===== src/rtl/pwm_cap_pkg.sv =====
// rtl/pwm_cap_pkg.sv - shared FSM state encoding and default window size for the PWM duty capture block
package pwm_cap_pkg;

  localparam int WIN_LOG2_DEFAULT = 8;

  typedef logic [1:0] state_t;

  localparam state_t ST_IDLE    = 2'd0;
  localparam state_t ST_ARM     = 2'd1;
  localparam state_t ST_MEASURE = 2'd2;
  localparam state_t ST_DONE    = 2'd3;

endpackage


===== src/rtl/pwm_cap_sync.sv =====
// rtl/pwm_cap_sync.sv - 2-flop synchronizer with clock enable for the PWM capture input
module pwm_cap_sync (
  input  logic clk,
  input  logic rst_n,
  input  logic ena,
  input  logic d,
  output logic q
);

  logic meta;

  // Two-stage resync; the enable freezes both stages together with the rest of the block.
  always_ff @(posedge clk or negedge rst_n) begin
    if (!rst_n) begin
      meta <= 1'b0;
      q    <= 1'b0;
    end else if (ena) begin
      meta <= d;
      q    <= meta;
    end
  end

endmodule


===== src/rtl/pwm_duty_capture.sv =====
// rtl/pwm_duty_capture.sv - PWM duty/edge capture over a 2^WIN_LOG2 window; PWM_CAP_SYNC_EN adds an input synchronizer
import pwm_cap_pkg::*;

module pwm_duty_capture #(
  parameter int WIN_LOG2 = WIN_LOG2_DEFAULT
) (
  input  logic                clk,
  input  logic                rst_n,
  input  logic                ena,
  input  logic                start,
  input  logic                cont,
  input  logic                pwm_in,
  output logic [WIN_LOG2:0]   duty,
  output logic [WIN_LOG2-1:0] edges,
  output logic                no_edge,
  output logic                valid,
  output logic                busy
);

  localparam logic [WIN_LOG2-1:0] WIN_MAX = '1;

  logic                s;
  logic                s_d;
  logic                rise;
  state_t              state;
  logic [WIN_LOG2-1:0] tmo_cnt;
  logic [WIN_LOG2-1:0] win;
  logic [WIN_LOG2:0]   high_cnt;
  logic [WIN_LOG2-1:0] edge_cnt;
  logic                noedge_r;
  logic                valid_r;
  logic [WIN_LOG2:0]   high_nxt;
  logic [WIN_LOG2-1:0] edge_nxt;

`ifdef PWM_CAP_SYNC_EN
  pwm_cap_sync u_sync (
    .clk   (clk),
    .rst_n (rst_n),
    .ena   (ena),
    .d     (pwm_in),
    .q     (s)
  );
`else
  assign s = pwm_in;
`endif

  assign rise     = s & ~s_d;
  assign high_nxt = high_cnt + {{WIN_LOG2{1'b0}}, s};
  assign edge_nxt = edge_cnt + {{(WIN_LOG2-1){1'b0}}, rise};
  assign valid    = valid_r & ena;

  // One-cycle delayed sample for rising-edge detection.
  always_ff @(posedge clk or negedge rst_n) begin
    if (!rst_n) begin
      s_d <= 1'b0;
    end else if (ena) begin
      s_d <= s;
    end
  end

  // Measurement FSM; results are loaded on the last window sample so valid shows during DONE.
  always_ff @(posedge clk or negedge rst_n) begin
    if (!rst_n) begin
      state    <= ST_IDLE;
      tmo_cnt  <= '0;
      win      <= '0;
      high_cnt <= '0;
      edge_cnt <= '0;
      noedge_r <= 1'b0;
      duty     <= '0;
      edges    <= '0;
      no_edge  <= 1'b0;
      valid_r  <= 1'b0;
      busy     <= 1'b0;
    end else if (ena) begin
      valid_r <= 1'b0;
      case (state)
        ST_IDLE: begin
          if (start || cont) begin
            state   <= ST_ARM;
            tmo_cnt <= '0;
            busy    <= 1'b1;
          end
        end
        ST_ARM: begin
          if (rise) begin
            // The aligning edge cycle is sample 0 of the window.
            win      <= {{(WIN_LOG2-1){1'b0}}, 1'b1};
            high_cnt <= {{WIN_LOG2{1'b0}}, 1'b1};
            edge_cnt <= {{(WIN_LOG2-1){1'b0}}, 1'b1};
            noedge_r <= 1'b0;
            state    <= ST_MEASURE;
          end else if (tmo_cnt == WIN_MAX) begin
            win      <= '0;
            high_cnt <= '0;
            edge_cnt <= '0;
            noedge_r <= 1'b1;
            state    <= ST_MEASURE;
          end else begin
            tmo_cnt <= tmo_cnt + 1'b1;
          end
        end
        ST_MEASURE: begin
          high_cnt <= high_nxt;
          edge_cnt <= edge_nxt;
          win      <= win + 1'b1;
          if (win == WIN_MAX) begin
            duty    <= high_nxt;
            edges   <= edge_nxt;
            no_edge <= noedge_r;
            valid_r <= 1'b1;
            state   <= ST_DONE;
          end
        end
        ST_DONE: begin
          if (cont) begin
            state   <= ST_ARM;
            tmo_cnt <= '0;
          end else begin
            state <= ST_IDLE;
            busy  <= 1'b0;
          end
        end
        default: begin
          state <= ST_IDLE;
          busy  <= 1'b0;
        end
      endcase
    end
  end

endmodule


===== config.mk =====
export PLATFORM = sky130hd
export DESIGN_NAME = pwm_duty_capture
export DESIGN_NICKNAME = d
export VERILOG_FILES = /design/src/rtl/pwm_cap_pkg.sv /design/src/rtl/pwm_cap_sync.sv /design/src/rtl/pwm_duty_capture.sv
export SDC_FILE = /design/constraint.sdc
export NUM_CORES = 1
export LEC_CHECK = 0
export BUFFER_PORTS_ARGS = -buffer_cell sky130_fd_sc_hd__buf_2
export CORE_MARGIN = 5
export CORE_UTILIZATION = 55
export DETAILED_ROUTE_END_ITERATION = 12
export GPL_ROUTABILITY_DRIVEN = 0
export PLACE_DENSITY = 0.74
export SETUP_SLACK_MARGIN = 0.15
export SLEW_MARGIN = 10
export SYNTH_ARGS = -nofsm -noshare
export SYNTH_HDL_FRONTEND = slang
export SYNTH_HIERARCHICAL = 1
export SYNTH_SLANG_ARGS = --single-unit

===== constraint.sdc =====
create_clock -name clk -period 5.5 [get_ports clk]
set_clock_uncertainty 0.2 [all_clocks]
set_input_delay 0.55 -clock clk [delete_from_list [all_inputs] [get_ports clk]]
set_output_delay 0.55 -clock clk [all_outputs]
set_load 0.005 [all_outputs]

Yosys cells after proc, flatten, opt, wreduce, memory -nomap -nowiden --
Index checks and enable logic that the tools add are counted.
Storage, ports and cells: register bits 57, latch bits 0, bits in writable memories 0, ROM bits 0, input port bits 6, output and inout bits 20, logic and storage cells 68, memories 0
Cells by class: add/sub/neg operators 4, multiply operators 0, divide/modulo/power cells 0, magnitude comparators 0, eq/ne operators 12, shift-type cells 0, mux-type cells 25, bitwise logic cells 3, reduce and logical (&&, ||, !) cells 12
Operator list (number):
- 2-to-1 mux 8 bit | 6
- one-hot mux 8 bit (2 select lines) | 2
- one-hot mux 8 bit (3 select lines) | 1
- 2-to-1 mux 9 bit | 2
- one-hot mux 9 bit (2 select lines) | 1
- adder 8 x 1 -> 8 bit (second input constant) | 2
- equality test 8 bit (second input constant) | 2
- inequality test 2 bit (second input constant) | 6
- adder 9 x 1 -> 9 bit | 1
- AND reduction 3 bit | 3
- adder 8 x 1 -> 8 bit | 1
- 2-to-1 mux 2 bit | 4
- one-hot mux 2 bit (4 select lines) | 1
- AND reduction 4 bit | 2
- 2-to-1 mux 1 bit | 7
- AND reduction 6 bit | 1
- nonzero test 2 bit | 3
- equality test 2 bit (second input constant) | 2
- inequality test 3 bit (second input constant) | 1
- nonzero test 3 bit | 1
- AND 1 bit | 2
- equality test 2 x 1 -> 1 bit (second input constant) | 1
- zero test 2 bit | 1
- one-hot mux 1 bit (2 select lines) | 1
- 2 further kinds | 2

Logic depth before layout (Yosys ltp) --
Gate-level depths: netlist of run 1.
depth after elaboration 4, mapped depth 8, gate-level depth less buffers 7

Least setup slack after synthesis of run 1 --
Ideal clock, no wire load.
path type reg2reg, start register state[1], end register tmo_cnt[0], setup time 0.125 ns, data arrival time 1.676 ns, required time 5.175 ns, path slack 3.500 ns, stages on the path, launching flop included 8, buffers on the path 1, clock period less this slack 2.000 ns, path through dfrtp_1 inv_1 ha_1 buf_2 inv_1 a211oi_4 o211ai_4 mux2_2
Between the ends: cells in the longest elaborated chain, start to end 3, elaborated cells on any way between the ends 10, those cells by class eq/ne (6); mux (1); reduce/logical (3)
RTL lines:
- start, declared | line pwm_duty_capture.sv:25 | state_t state;
- start signal, assigned | line pwm_duty_capture.sv:64 | state <= ST_IDLE;
- start signal, assigned | line pwm_duty_capture.sv:80 | state <= ST_ARM;
- start signal, assigned | line pwm_duty_capture.sv:92 | state <= ST_MEASURE;
- equality test 2 x 1 -> 1 bit (tied with other cells) | line pwm_duty_capture.sv:77 | case (state)
- inequality test 2 bit (no source line) or nonzero test 3 bit (tied branches)
- AND reduction 6 bit (no source line)
- end signal, assigned | line pwm_duty_capture.sv:100 | tmo_cnt <= tmo_cnt + 1'b1;
- end, declared | line pwm_duty_capture.sv:26 | logic [WIN_LOG2-1:0] tmo_cnt;
Several ways; a longest one is shown, not always the timed one. A chain may end at the register's enable or synchronous reset.

Worst setup path after layout of run 1 --
start register state[0], end register duty[0]
Between the ends: cells in the longest elaborated chain, start to end 2
RTL lines:
- equality test 2 bit | line pwm_duty_capture.sv:77
- AND reduction 3 bit (no source line)
- end signal, assigned | line pwm_duty_capture.sv:108 | duty <= high_nxt;
- end, declared | line pwm_duty_capture.sv:13 | output logic [WIN_LOG2:0] duty,
Every way passes these cells.

==> flow_results.xml, run 1 <==
<?xml version="1.0" encoding="UTF-8"?>
<metrics>
  <group name="timing">
    <metric name="finalCriticalPeriod" unit="ns">2.95</metric>
    <metric name="finalSetupViolCount" unit="">0</metric>
    <metric name="timing.max_slew.rel_slack" unit="%">39.8</metric>
    <metric name="setup-tns-final" unit="ns">0</metric>
    <metric name="grt_setup_unrepaired" unit="">false</metric>
    <metric name="max_clk_rate" unit="GHz">0.339</metric>
    <metric name="finalCritPeriodShare" unit="%">53.6</metric>
    <metric name="hold_viol" unit="">0</metric>
    <metric name="max_slew.worst_pin.slew" unit="ns">0.903</metric>
    <metric name="timing_max_transition_violations_final" unit="">0</metric>
  </group>
  <group name="finish">
    <metric name="area_delta_synth_final" unit="%">11.8</metric>
    <metric name="design_area" unit="mm²">0.00342</metric>
    <metric name="insertedDiodeCount" unit="">0</metric>
    <metric name="drive_above_1_share" unit="%">18.2</metric>
    <metric name="fin_nets" unit="">347</metric>
  </group>
  <group name="floorplanning">
    <metric name="start_util" unit="%">56.0</metric>
    <metric name="die-width" unit="µm">84.6</metric>
    <metric name="core.rowCount" unit="">27</metric>
    <metric name="core" unit="mm²">0.00547</metric>
    <metric name="die-height" unit="µm">84.6</metric>
    <metric name="fp.dieArea" unit="mm²">0.00716</metric>
    <metric name="design.portCount" unit="">26</metric>
  </group>
  <group name="pwr">
    <metric name="power_leakage" unit="nW">1.64</metric>
    <metric name="power_internal" unit="mW">0.821</metric>
    <metric name="power.density_cell_area" unit="mW/mm²">374</metric>
    <metric name="power.share.switching" unit="%">35.9</metric>
    <metric name="share_clk_of_total_power" unit="%">28.5</metric>
    <metric name="netSwitchingPower" unit="mW">0.459</metric>
    <metric name="comb_power_share" unit="%">30.8</metric>
    <metric name="power.sequential.fraction" unit="%">40.7</metric>
    <metric name="irDropWorstVdd" unit="mV">0.248</metric>
  </group>
  <group name="cts">
    <metric name="cts.clk_slew.worst_paths" unit="ns">0.07</metric>
    <metric name="cts_tree" unit="">yes</metric>
    <metric name="holdBufCountCts" unit="">0</metric>
    <metric name="cts_inserted_buffers" unit="">9</metric>
    <metric name="skew_pair_late_insertion_delay" unit="ns">0.33</metric>
    <metric name="post_cts.resized_instances" unit="">0</metric>
    <metric name="post_cts_buffers" unit="">0</metric>
    <metric name="cts_buffer_depth" unit="">2</metric>
    <metric name="clock-root-buffer" unit="">clkbuf_8</metric>
    <metric name="count_of_clock_tree_sinks" unit="">57</metric>
    <metric name="cts.htree.levels" unit="">3</metric>
  </group>
  <group name="grt">
    <metric name="grt.total_usage" unit="%">19.8</metric>
    <metric name="grt_pass1_vias" unit="">2352</metric>
    <metric name="grt_overflow" unit="">0</metric>
    <metric name="antenna_found_initial" unit="">0</metric>
    <metric name="grt_pass1_wl" unit="mm">11.4</metric>
    <metric name="largest_net_degree_at_the_start_of_global_routing" unit="">58</metric>
  </group>
  <group name="logic_synthesis">
    <metric name="synth_area_per_cell" unit="µm²">10.0</metric>
    <metric name="synthArstFlopShare" unit="%">100</metric>
    <metric name="yosys_warnings" unit="">6</metric>
    <metric name="yosysSeqAreaShare" unit="%">46.6</metric>
    <metric name="synth_compound_gate_area_share" unit="%">25.3</metric>
    <metric name="synthesized_area_fraction_occupied_by_adder_cells" unit="%">3.68</metric>
    <metric name="synth_ff_type" unit="">dfrtp_1</metric>
    <metric name="syn-num-nets" unit="">321</metric>
    <metric name="commonest_cells_in_the_netlist" unit="">dfrtp_1 (57), o21ai_0 (31), nand2_1 (25)</metric>
    <metric name="post_synthesis_instance_area" unit="mm²">0.00306</metric>
    <metric name="post_synth_and_or_nand_nor_area_fraction" unit="%">16.3</metric>
    <metric name="synth_top_area_cell" unit="">dfrtp_1</metric>
    <metric name="synth_edf_count" unit="">0</metric>
    <metric name="post_synth_mux_area_share" unit="%">3.27</metric>
    <metric name="most_frequent_cell_after_synthesis" unit="">dfrtp_1</metric>
    <metric name="yosys.area_share.xor_xnor" unit="%">1.43</metric>
    <metric name="synth.distinct_cells" unit="">57</metric>
    <metric name="largest_family_of_logic_cells_by_synthesized_area" unit="">compound AO/OA/AOI/OAI gates</metric>
    <metric name="yosysTopAreaCellShare" unit="%">46.6</metric>
    <metric name="number_of_synthesized_register_bits" unit="">57</metric>
    <metric name="syn_inst_count" unit="">306</metric>
    <metric name="synthTopCellsByArea" unit="">dfrtp_1 (47%), o21ai_0 (5.1%), ha_1 (3.7%)</metric>
  </group>
  <group name="setup_path">
    <metric name="startpoint" unit="">state[0]</metric>
    <metric name="critical_path_required" unit="ns">5.51</metric>
    <metric name="timing.reg2reg.worst_path_depth" unit="">6</metric>
    <metric name="timing.rr.end" unit="">duty[0]</metric>
    <metric name="endpoint" unit="">duty[0]</metric>
    <metric name="worst-setup-path-type" unit="">reg2reg</metric>
    <metric name="worstReg2RegStart" unit="">state[0]</metric>
    <metric name="critical_path.cell_chain" unit="">inv_1 -&gt; ha_1 -&gt; nand2_1 -&gt; nor3_4 -&gt; buf_4 -&gt; mux2_2</metric>
    <metric name="critical-path-max-stage-delay" unit="ns">0.77</metric>
    <metric name="worst_setup_path_start_kind" unit="">flop</metric>
    <metric name="crit_path_end_kind" unit="">flop</metric>
    <metric name="critical-path-slowest-cell" unit="">ha_1</metric>
    <metric name="path_max_fanout" unit="">27</metric>
    <metric name="r2r_slack" unit="ns">2.55</metric>
    <metric name="arrival_time_of_the_worst_setup_path" unit="ns">2.96</metric>
  </group>
  <group name="flow_run">
    <metric name="maxCapViolations" unit="">0</metric>
  </group>
  <group name="worst_hold_path">
    <metric name="worst_hold_path_type" unit="">in2async</metric>
  </group>
  <group name="route">
    <metric name="drc" unit="">0</metric>
    <metric name="detail_route.vias_per_cell" unit="">5.89</metric>
    <metric name="routedWlPerCell" unit="µm">16.0</metric>
    <metric name="detailedRoute.firstIterationViolations" unit="">154</metric>
    <metric name="detailedRoute.firstPassIterationCount" unit="">4</metric>
    <metric name="route.final.wire_length" unit="mm">6.54</metric>
    <metric name="num_vias" unit="">2404</metric>
    <metric name="detail-route-antenna-nets" unit="">0</metric>
  </group>
  <group name="status">
    <metric name="status" unit="">finished clean</metric>
  </group>
  <group name="placement">
    <metric name="port_buffers" unit="">25</metric>
    <metric name="dpl.hpwl" unit="mm">4.36</metric>
    <metric name="area_post_placement" unit="mm²">0.00325</metric>
  </group>
</metrics>
## cell families (layout without fill, tap and decap cells)
kind of cell,Yosys count,count (layout)
flip-flops,57,57
multiplexers,9,9
adder cells (fa/ha/maj),9,9
XOR/XNOR,5,5
AO/OA/AOI/OAI,106,106
buffers and inverters,25,55
AND/OR/NAND/NOR,95,95
## routing by layer
layer	part of all wire, %	up-vias	routed length, µm	track usage [%]
li1	-	1189	-	-
met1	48	1167	3170	26.3
met2	47	32	3060	31.8
met3	2.8	16	186	4.51
met4	1.9	0	124	6.91
met5	0	-	0	0
## placed cells by master, fill, tap and decap left out, drive strengths merged, types with 8 or more instances in the layout
cell	synthesis	final
o221ai	12	12
o21a	8	8
dfrtp	57	57
a21oi	13	13
clkbuf	4	11
o21ai	34	34
ha	9	9
nor3	10	10
nand2	25	25
buf	9	28
inv	12	12
mux2	8	8
nor2	20	20
## worst max-delay path: cells and delay by family (launching register included)
family,cells,cell delay (ns)
and+or+nand+nor,2,0.65
DFF,1,0.40
muxes,1,0.35
buffers and inverters,2,0.44
adders and majority gates,1,0.77
## worst min-delay path by stage
stage / startpoint / endpoint
CTS: rst_n / high_cnt[6]
global route: rst_n / high_cnt[6]
global placement: valid_r / valid_r
finish: rst_n / high_cnt[6]
detailed placement: valid_r / valid_r
floorplan: rst_n / busy
## state kept, by name, indices dropped and copies added (netlist names), 2 cells and up
| signal | flops |
|---|---|
| duty | 9 |
| high_cnt | 9 |
| edge_cnt | 8 |
| edges | 8 |
| tmo_cnt | 8 |
| win | 8 |
| state | 2 |
## metrics by stage
| step | util (%) | setup slack (ns) | hold WS (ns) | total power, mW | std cells |
|---|---|---|---|---|---|
| global placement | 59.3 | 2.60 | 0.257 | 0.908 | 393 |
| CTS | 62.6 | 2.55 | 0.185 | 1.29 | 408 |
| floorplan | - | 3.50 | 0.0544 | 0.816 | 306 |
| global route | 62.6 | 2.33 | 0.228 | 1.37 | 408 |
| detailed placement | 59.3 | 2.57 | 0.265 | 0.919 | 393 |
| finish | 62.6 | 2.55 | 0.156 | 1.28 | 408 |
## final cells by class
class	instances	area, µm²
Clock buffer	11	131
Clock inverter	4	45.0
Fill cell	461	2050
Inverter	12	45.0
Multi-Input combinational cell	224	1540
Sequential cell	57	1430
Tap cell	72	90.1
Timing Repair Buffer	28	148
## power by group through the flow
stage,clock (mW),sequential [mW],combinational [mW]
after floorplan,0,0.515,0.302
after global placement,0,0.523,0.385
after detailed placement,0,0.526,0.393
after CTS,0.371,0.519,0.396
after global routing,0.395,0.527,0.443
final,0.365,0.521,0.394
(Power assumes the default switching activity.)
==> inputs of run 2 (changes only) <==
- ABC_AREA: default -> 1
- CORE_UTILIZATION: 55 -> 54
- PLACE_DENSITY: 0.74 -> 0.76
- clock period: 5.5 -> 2.5 ns (I/O delays scaled with it)
==> flow_results.xml, run 2 <==
<?xml version="1.0" encoding="UTF-8"?>
<metrics>
  <group name="logic_synthesis">
    <metric name="synthArstFlopShare" unit="%">100</metric>
    <metric name="syn_inst_count" unit="">386</metric>
    <metric name="synthTopCellsByArea" unit="">dfrtp_1 (46%), nand2_1 (20%), inv_1 (4.3%)</metric>
    <metric name="most_frequent_cell_after_synthesis" unit="">nand2_1</metric>
    <metric name="number_of_synthesized_register_bits" unit="">57</metric>
    <metric name="syn-num-nets" unit="">401</metric>
    <metric name="synth_edf_count" unit="">0</metric>
    <metric name="synth_top_area_cell" unit="">dfrtp_1</metric>
    <metric name="yosys_warnings" unit="">6</metric>
    <metric name="post_synthesis_instance_area" unit="mm²">0.00308</metric>
    <metric name="yosysTopAreaCellShare" unit="%">46.3</metric>
    <metric name="commonest_cells_in_the_netlist" unit="">nand2_1 (165), dfrtp_1 (57), inv_1 (35)</metric>
    <metric name="synth_area_per_cell" unit="µm²">7.97</metric>
    <metric name="synth_ff_type" unit="">dfrtp_1</metric>
    <metric name="yosysSeqAreaShare" unit="%">46.3</metric>
    <metric name="synth.distinct_cells" unit="">29</metric>
  </group>
  <group name="finish">
    <metric name="area_delta_synth_final" unit="%">12.0</metric>
    <metric name="top_registers" unit="">duty: 9 flops, high_cnt: 9 flops</metric>
    <metric name="most-common-layout-cells" unit="">nand2_1 (165), dfrtp_1 (57), inv_1 (35), buf_2 (25), nor2_1 (19)</metric>
    <metric name="insertedDiodeCount" unit="">0</metric>
    <metric name="fin_nets" unit="">432</metric>
    <metric name="design_area" unit="mm²">0.00345</metric>
    <metric name="layout.cells.most_common" unit="">nand2_1</metric>
    <metric name="drive_above_1_share" unit="%">16.8</metric>
  </group>
  <group name="cts">
    <metric name="count_of_clock_tree_sinks" unit="">57</metric>
    <metric name="cts.clk_slew.worst_paths" unit="ns">0.07</metric>
    <metric name="post_cts_buffers" unit="">0</metric>
    <metric name="cts_tree" unit="">yes</metric>
    <metric name="cts_inserted_buffers" unit="">9</metric>
    <metric name="cts_buffer_depth" unit="">2</metric>
    <metric name="clock-root-buffer" unit="">clkbuf_8</metric>
    <metric name="skew_pair_late_insertion_delay" unit="ns">0.34</metric>
    <metric name="cts.htree.levels" unit="">3</metric>
  </group>
  <group name="grt">
    <metric name="largest_net_degree_at_the_start_of_global_routing" unit="">36</metric>
    <metric name="grt_pass1_wl" unit="mm">11.2</metric>
    <metric name="grt_overflow" unit="">0</metric>
    <metric name="grt_pass1_vias" unit="">2463</metric>
    <metric name="antenna_found_initial" unit="">0</metric>
    <metric name="grt.total_usage" unit="%">19.1</metric>
  </group>
  <group name="placement">
    <metric name="area_post_placement" unit="mm²">0.00324</metric>
    <metric name="port_buffers" unit="">25</metric>
    <metric name="dpl.hpwl" unit="mm">4.34</metric>
  </group>
  <group name="timing">
    <metric name="finalSetupViolCount" unit="">0</metric>
    <metric name="timing.max_slew.rel_slack" unit="%">64.2</metric>
    <metric name="finalCritPeriodShare" unit="%">78.5</metric>
    <metric name="hold_viol" unit="">0</metric>
    <metric name="grt_setup_unrepaired" unit="">false</metric>
    <metric name="finalCriticalPeriod" unit="ns">1.96</metric>
    <metric name="timing_max_transition_violations_final" unit="">0</metric>
    <metric name="setup-tns-final" unit="ns">0</metric>
    <metric name="max_clk_rate" unit="GHz">0.510</metric>
    <metric name="max_slew.worst_pin.slew" unit="ns">0.537</metric>
  </group>
  <group name="route">
    <metric name="drc" unit="">0</metric>
    <metric name="detailedRoute.firstPassIterationCount" unit="">5</metric>
    <metric name="detailedRoute.firstIterationViolations" unit="">179</metric>
    <metric name="num_vias" unit="">2483</metric>
    <metric name="route.final.wire_length" unit="mm">6.27</metric>
    <metric name="detail_route.vias_per_cell" unit="">5.03</metric>
    <metric name="detail-route-antenna-nets" unit="">0</metric>
    <metric name="routedWlPerCell" unit="µm">12.7</metric>
  </group>
  <group name="setup_path">
    <metric name="worst_setup_path_start_kind" unit="">flop</metric>
    <metric name="worst-setup-path-type" unit="">reg2reg</metric>
    <metric name="path_max_fanout" unit="">8</metric>
    <metric name="cell_occurring_most_often_along_the_worst_timing_path" unit="">nand2_1</metric>
    <metric name="critical_path.cell_chain" unit="">inv_1 -&gt; ha_1 -&gt; inv_2 -&gt; nand2_1 -&gt; nand4_1 -&gt; inv_2 -&gt; nand2_2 -&gt; nand2_1 -&gt; nand2_1</metric>
    <metric name="critical-path-max-stage-delay" unit="ns">0.43</metric>
    <metric name="r2r_slack" unit="ns">0.54</metric>
    <metric name="critical-path-slowest-cell" unit="">dfrtp_1</metric>
    <metric name="crit_path_end_kind" unit="">flop</metric>
    <metric name="arrival_time_of_the_worst_setup_path" unit="ns">1.99</metric>
    <metric name="critical_path_required" unit="ns">2.53</metric>
  </group>
  <group name="floorplanning">
    <metric name="core" unit="mm²">0.00551</metric>
    <metric name="fp.dieArea" unit="mm²">0.00731</metric>
    <metric name="start_util" unit="%">55.9</metric>
    <metric name="die-height" unit="µm">85.5</metric>
    <metric name="die-width" unit="µm">85.5</metric>
    <metric name="design.portCount" unit="">26</metric>
    <metric name="core.rowCount" unit="">27</metric>
  </group>
  <group name="flow_run">
    <metric name="maxCapViolations" unit="">0</metric>
  </group>
  <group name="status">
    <metric name="status" unit="">finished clean</metric>
  </group>
  <group name="pwr">
    <metric name="power_leakage" unit="nW">1.82</metric>
    <metric name="power.density_cell_area" unit="mW/mm²">762</metric>
    <metric name="irDropWorstVdd" unit="mV">0.494</metric>
  </group>
  <group name="worst_hold_path">
    <metric name="worst_hold_path_type" unit="">in2reg</metric>
  </group>
</metrics>
-- run 2: cell count changes in the layout (fill, tap and decap cells not counted), moves of 8 or more --
| cell | before | now |
|---|---|---|
| inv_1 | 11 | 35 |
| a21oi_1 | 12 | 1 |
| o21ai_0 | 31 | 8 |
| nand3_1 | 6 | 17 |
| nand2_1 | 25 | 165 |
| o21a_1 | 8 | 0 |
| o21ai_1 | 2 | 14 |
| o221ai_1 | 12 | 0 |
| o21ai_2 | 1 | 13 |
-- run 2: cell type report --
type | count | area [µm²]
fill | 469 | 2060
sequential | 57 | 1430
multi-input combinational | 282 | 1430
timing repair buffer | 27 | 155
inverter | 40 | 153
clock buffer | 11 | 141
tap | 72 | 90.1
clock inverter | 5 | 55.1
-- run 2: worst max-delay path, delay by kind of cell, from the launching register on --
kind | cells | cell delay [ns]
adder cells (fa/ha/maj) | 1 | 0.31
buffers and inverters | 3 | 0.41
flip-flops | 1 | 0.43
AND/OR/NAND/NOR | 5 | 0.49
-- run 2: metal layers --
metal	vias up	GRT usage, %	wire length [µm]
li1	1268	-	-
met1	1159	25.5	2980
met2	42	29.6	2930
met3	14	3.75	179
met4	0	9.64	179
met5	-	0	0
-- run 2: logic make-up after synthesis --
| group | after synthesis | synth area share, % |
|---|---|---|
| fa+ha+maj | 9 | 3.66 |
| xor+xnor | 12 | 3.41 |
| compound gates | 40 | 8.46 |
| simple gates | 221 | 30.8 |
| flops | 57 | 46.3 |
| buf+inv | 47 | 7.32 |
-- run 2: final timing paths --
path / from / end / cells past startpoint
min in group asynchronous: rst_n / duty[3] / 2
setup reg to reg: state[1] / tmo_cnt[0] / 9
hold reg to reg: no_edge / no_edge / 2
hold / removal: pwm_in / s_d / 3
setup / recovery: state[1] / tmo_cnt[0] / 9
max in group asynchronous: rst_n / s_d / 3
-- run 2: report_power, final --
| group | switching (mW) | internal (mW) |
|---|---|---|
| logic | 0.454 | 0.203 |
| clock network | 0.380 | 0.484 |
| registers | 0.0885 | 1.02 |
-- run 2: through the flow --
stage | worst slack, ns | utilization (%) | total power [mW] | hold WS (ns) | std cells
6_report | 0.538 | 62.6 | 2.63 | 0.0299 | 494
5_1_grt | 0.390 | 62.6 | 2.79 | 0.0585 | 494
4_1_cts | 0.531 | 62.6 | 2.64 | 0.0264 | 494
3_5_place_dp | 0.556 | 58.9 | 1.77 | 0.0705 | 477
3_3_place_gp | 0.606 | 58.9 | 1.75 | 0.0649 | 477
2_1_floorplan | 0.811 | - | 1.62 | -0.246 | 386
-- run 2: repair_timing --
item                                    in CTS  in global routing
hold buffers                                 1                  0
endpoints found under the setup margin       0                  0
resized for setup                            0                  0
endpoints found under the hold margin       22                  0
==> inputs of run 3 (changes only) <==
- CORE_UTILIZATION: 54 -> 55
- PLACE_DENSITY: 0.76 -> 0.74
- clock period: 2.5 -> 2 ns (I/O delays scaled with it)
==> flow_results.xml, run 3 (same netlist as run 2, synthesis figures left out) <==
<?xml version="1.0" encoding="UTF-8"?>
<metrics>
  <group name="finish">
    <metric name="multiInputGateArea" unit="mm²">0.00152</metric>
    <metric name="insertedDiodeCount" unit="">0</metric>
    <metric name="fin_nets" unit="">445</metric>
    <metric name="layout.filler_cells" unit="">443</metric>
    <metric name="area_delta_synth_final" unit="%">18.4</metric>
    <metric name="layout.cells.most_common" unit="">nand2_1</metric>
    <metric name="drive_above_1_share" unit="%">21.9</metric>
    <metric name="postLayoutCoreUtil" unit="%">66.6</metric>
    <metric name="top_registers" unit="">duty: 9 flops, high_cnt: 9 flops</metric>
    <metric name="most-common-layout-cells" unit="">nand2_1 (164), dfrtp_1 (56), inv_1 (31), buf_2 (24), nor2_1 (18)</metric>
    <metric name="ff_latch_area" unit="mm²">0.00143</metric>
    <metric name="design_area" unit="mm²">0.00364</metric>
  </group>
  <group name="timing">
    <metric name="hold_viol" unit="">0</metric>
    <metric name="timing_max_transition_violations_final" unit="">0</metric>
    <metric name="hold-worst-slack" unit="ns">0.0379</metric>
    <metric name="finalWorstSetupSlack" unit="ns">0.184</metric>
    <metric name="max_slew.worst_pin.slew" unit="ns">0.312</metric>
    <metric name="setup-tns-final" unit="ns">0</metric>
    <metric name="max_clk_rate" unit="GHz">0.551</metric>
    <metric name="timing.max_slew.rel_slack" unit="%">79.2</metric>
    <metric name="finalCriticalPeriod" unit="ns">1.82</metric>
    <metric name="finalCritPeriodShare" unit="%">90.8</metric>
    <metric name="finalSetupViolCount" unit="">0</metric>
    <metric name="grt_setup_unrepaired" unit="">true</metric>
  </group>
  <group name="grt">
    <metric name="largest_net_degree_at_the_start_of_global_routing" unit="">58</metric>
    <metric name="grt_overflow" unit="">0</metric>
    <metric name="grt_pass1_wl" unit="mm">10.7</metric>
    <metric name="grt.total_usage" unit="%">18.4</metric>
    <metric name="grt_pass1_vias" unit="">2502</metric>
    <metric name="antenna_found_initial" unit="">0</metric>
  </group>
  <group name="floorplanning">
    <metric name="design.portCount" unit="">26</metric>
    <metric name="start_util" unit="%">56.2</metric>
    <metric name="fp.dieArea" unit="mm²">0.00719</metric>
    <metric name="core" unit="mm²">0.00547</metric>
    <metric name="die-width" unit="µm">84.8</metric>
    <metric name="die-height" unit="µm">84.8</metric>
    <metric name="core.rowCount" unit="">27</metric>
  </group>
  <group name="setup_path">
    <metric name="critical_path_required" unit="ns">2.02</metric>
    <metric name="path_max_fanout" unit="">13</metric>
    <metric name="arrival_time_of_the_worst_setup_path" unit="ns">1.83</metric>
    <metric name="critical-path-max-stage-delay" unit="ns">0.45</metric>
    <metric name="crit_buf_inv" unit="">2</metric>
    <metric name="worstReg2RegStart" unit="">state[0]</metric>
    <metric name="crit_path_end_kind" unit="">flop</metric>
    <metric name="r2r_slack" unit="ns">0.18</metric>
    <metric name="critical-path-slowest-cell" unit="">dfrtp_2</metric>
    <metric name="worst-setup-path-type" unit="">reg2reg</metric>
    <metric name="critical_path.cell_chain" unit="">inv_2 -&gt; ha_1 -&gt; inv_1 -&gt; a21oi_4 -&gt; nand2_4 -&gt; nand2_1 -&gt; nand2_1</metric>
    <metric name="crit_family" unit="">flip-flops</metric>
    <metric name="cell_occurring_most_often_along_the_worst_timing_path" unit="">nand2_1</metric>
    <metric name="timing.rr.end" unit="">edge_cnt[0]</metric>
    <metric name="timing.reg2reg.worst_path_depth" unit="">7</metric>
    <metric name="worst_setup_path_start_kind" unit="">flop</metric>
  </group>
  <group name="pwr">
    <metric name="power.density_cell_area" unit="mW/mm²">968</metric>
    <metric name="power_leakage" unit="nW">1.88</metric>
    <metric name="irDropWorstVdd" unit="mV">0.564</metric>
  </group>
  <group name="cts">
    <metric name="cts.clk_slew.worst_paths" unit="ns">0.06</metric>
    <metric name="cts_inserted_buffers" unit="">9</metric>
    <metric name="cts_buffer_depth" unit="">2</metric>
    <metric name="count_of_clock_tree_sinks" unit="">57</metric>
    <metric name="cts.htree.levels" unit="">3</metric>
    <metric name="skew_pair_late_insertion_delay" unit="ns">0.33</metric>
    <metric name="cts_tree" unit="">yes</metric>
    <metric name="clock-root-buffer" unit="">clkbuf_8</metric>
  </group>
  <group name="route">
    <metric name="detailedRoute.firstIterationViolations" unit="">96</metric>
    <metric name="detail-route-antenna-nets" unit="">0</metric>
    <metric name="drc" unit="">0</metric>
    <metric name="detail_route.vias_per_cell" unit="">5.03</metric>
    <metric name="route.final.wire_length" unit="mm">6.58</metric>
    <metric name="detailedRoute.firstPassIterationCount" unit="">4</metric>
    <metric name="routedWlPerCell" unit="µm">13.0</metric>
    <metric name="num_vias" unit="">2543</metric>
  </group>
  <group name="placement">
    <metric name="port_buffers" unit="">25</metric>
    <metric name="dpl.hpwl" unit="mm">4.23</metric>
    <metric name="area_post_placement" unit="mm²">0.00326</metric>
    <metric name="dp_worst_setup_slack" unit="ns">0.0944</metric>
  </group>
  <group name="worst_hold_path">
    <metric name="min_from" unit="">ena</metric>
    <metric name="worst_hold_path_type" unit="">in2reg</metric>
    <metric name="hold_depth" unit="">3</metric>
    <metric name="whs_endpoint" unit="">noedge_r</metric>
  </group>
  <group name="flow_run">
    <metric name="maxCapViolations" unit="">0</metric>
  </group>
  <group name="status">
    <metric name="status" unit="">finished clean</metric>
  </group>
</metrics>
-- run 3: cell count changes in the layout (fill, tap and decap cells not counted), sizes merged --
cell / before / now
buf: 26 / 36
clkbuf: 11 / 12
clkinvlp: 2 / 0
dlygate4sd3: 1 / 3
nand2: 172 / 173
-- run 3: what timing repair did --
action                                  4_1_cts  5_1_grt
cloned                                        0        1
endpoints found under the setup margin       33       51
pin swaps                                     0        8
endpoints found under the hold margin        58        0
gates resized for setup                       1       23
buffers inserted                              0        8
hold buffers                                  3        0
-- run 3: stage by stage --
step | instances | total power, mW
3_3_place_gp | 479 | 2.20
6_report | 506 | 3.53
2_1_floorplan | 386 | 2.03
5_1_grt | 506 | 3.75
4_1_cts | 497 | 3.31
3_5_place_dp | 479 | 2.23
-- run 3: how the worst max path moves through the flow --
stage                     startpoint           to  cells after the start
final                       state[0]  edge_cnt[0]                      7
after global routing      tmo_cnt[0]       win[6]                      8
after CTS                   state[1]   tmo_cnt[5]                      9
after detailed placement    state[1]   tmo_cnt[5]                      9
after global placement      state[1]   tmo_cnt[5]                      9
after floorplan             state[1]       win[2]                      8
-- run 3: area by class of cell --
class / count / share of cell area, %
Tap cell: 72 / 2.47
Inverter: 40 / 4.26
Timing Repair Buffer: 39 / 7.04
Clock buffer: 12 / 4.26
Sequential cell: 57 / 39.2
Multi-Input combinational cell: 283 / 41.7
Clock inverter: 3 / 1.10
-- run 3: where the power goes --
group / total, mW / internal (mW) / switching (mW)
Sequential: 1.40 / 1.27 / 0.126
Combinational: 1.07 / 0.386 / 0.680
Clock: 1.06 / 0.632 / 0.431
-- run 3: metal layers --
metal	vias up	wire length (µm)	track usage, %
met3	9	241	4.95
met4	0	105	8.20
met1	1191	2900	22.2
met5	-	0	0
met2	49	3330	31.0
li1	1294	-	-
-- run 3: worst reg2reg max path: cells and delay by family, from the launching register on --
family	cells	cell delay (ns)
DFF	1	0.45
and+or+nand+nor	3	0.34
AOI/OAI and AO/OA	1	0.27
buffers and inverters	2	0.24
adders and majority gates	1	0.21
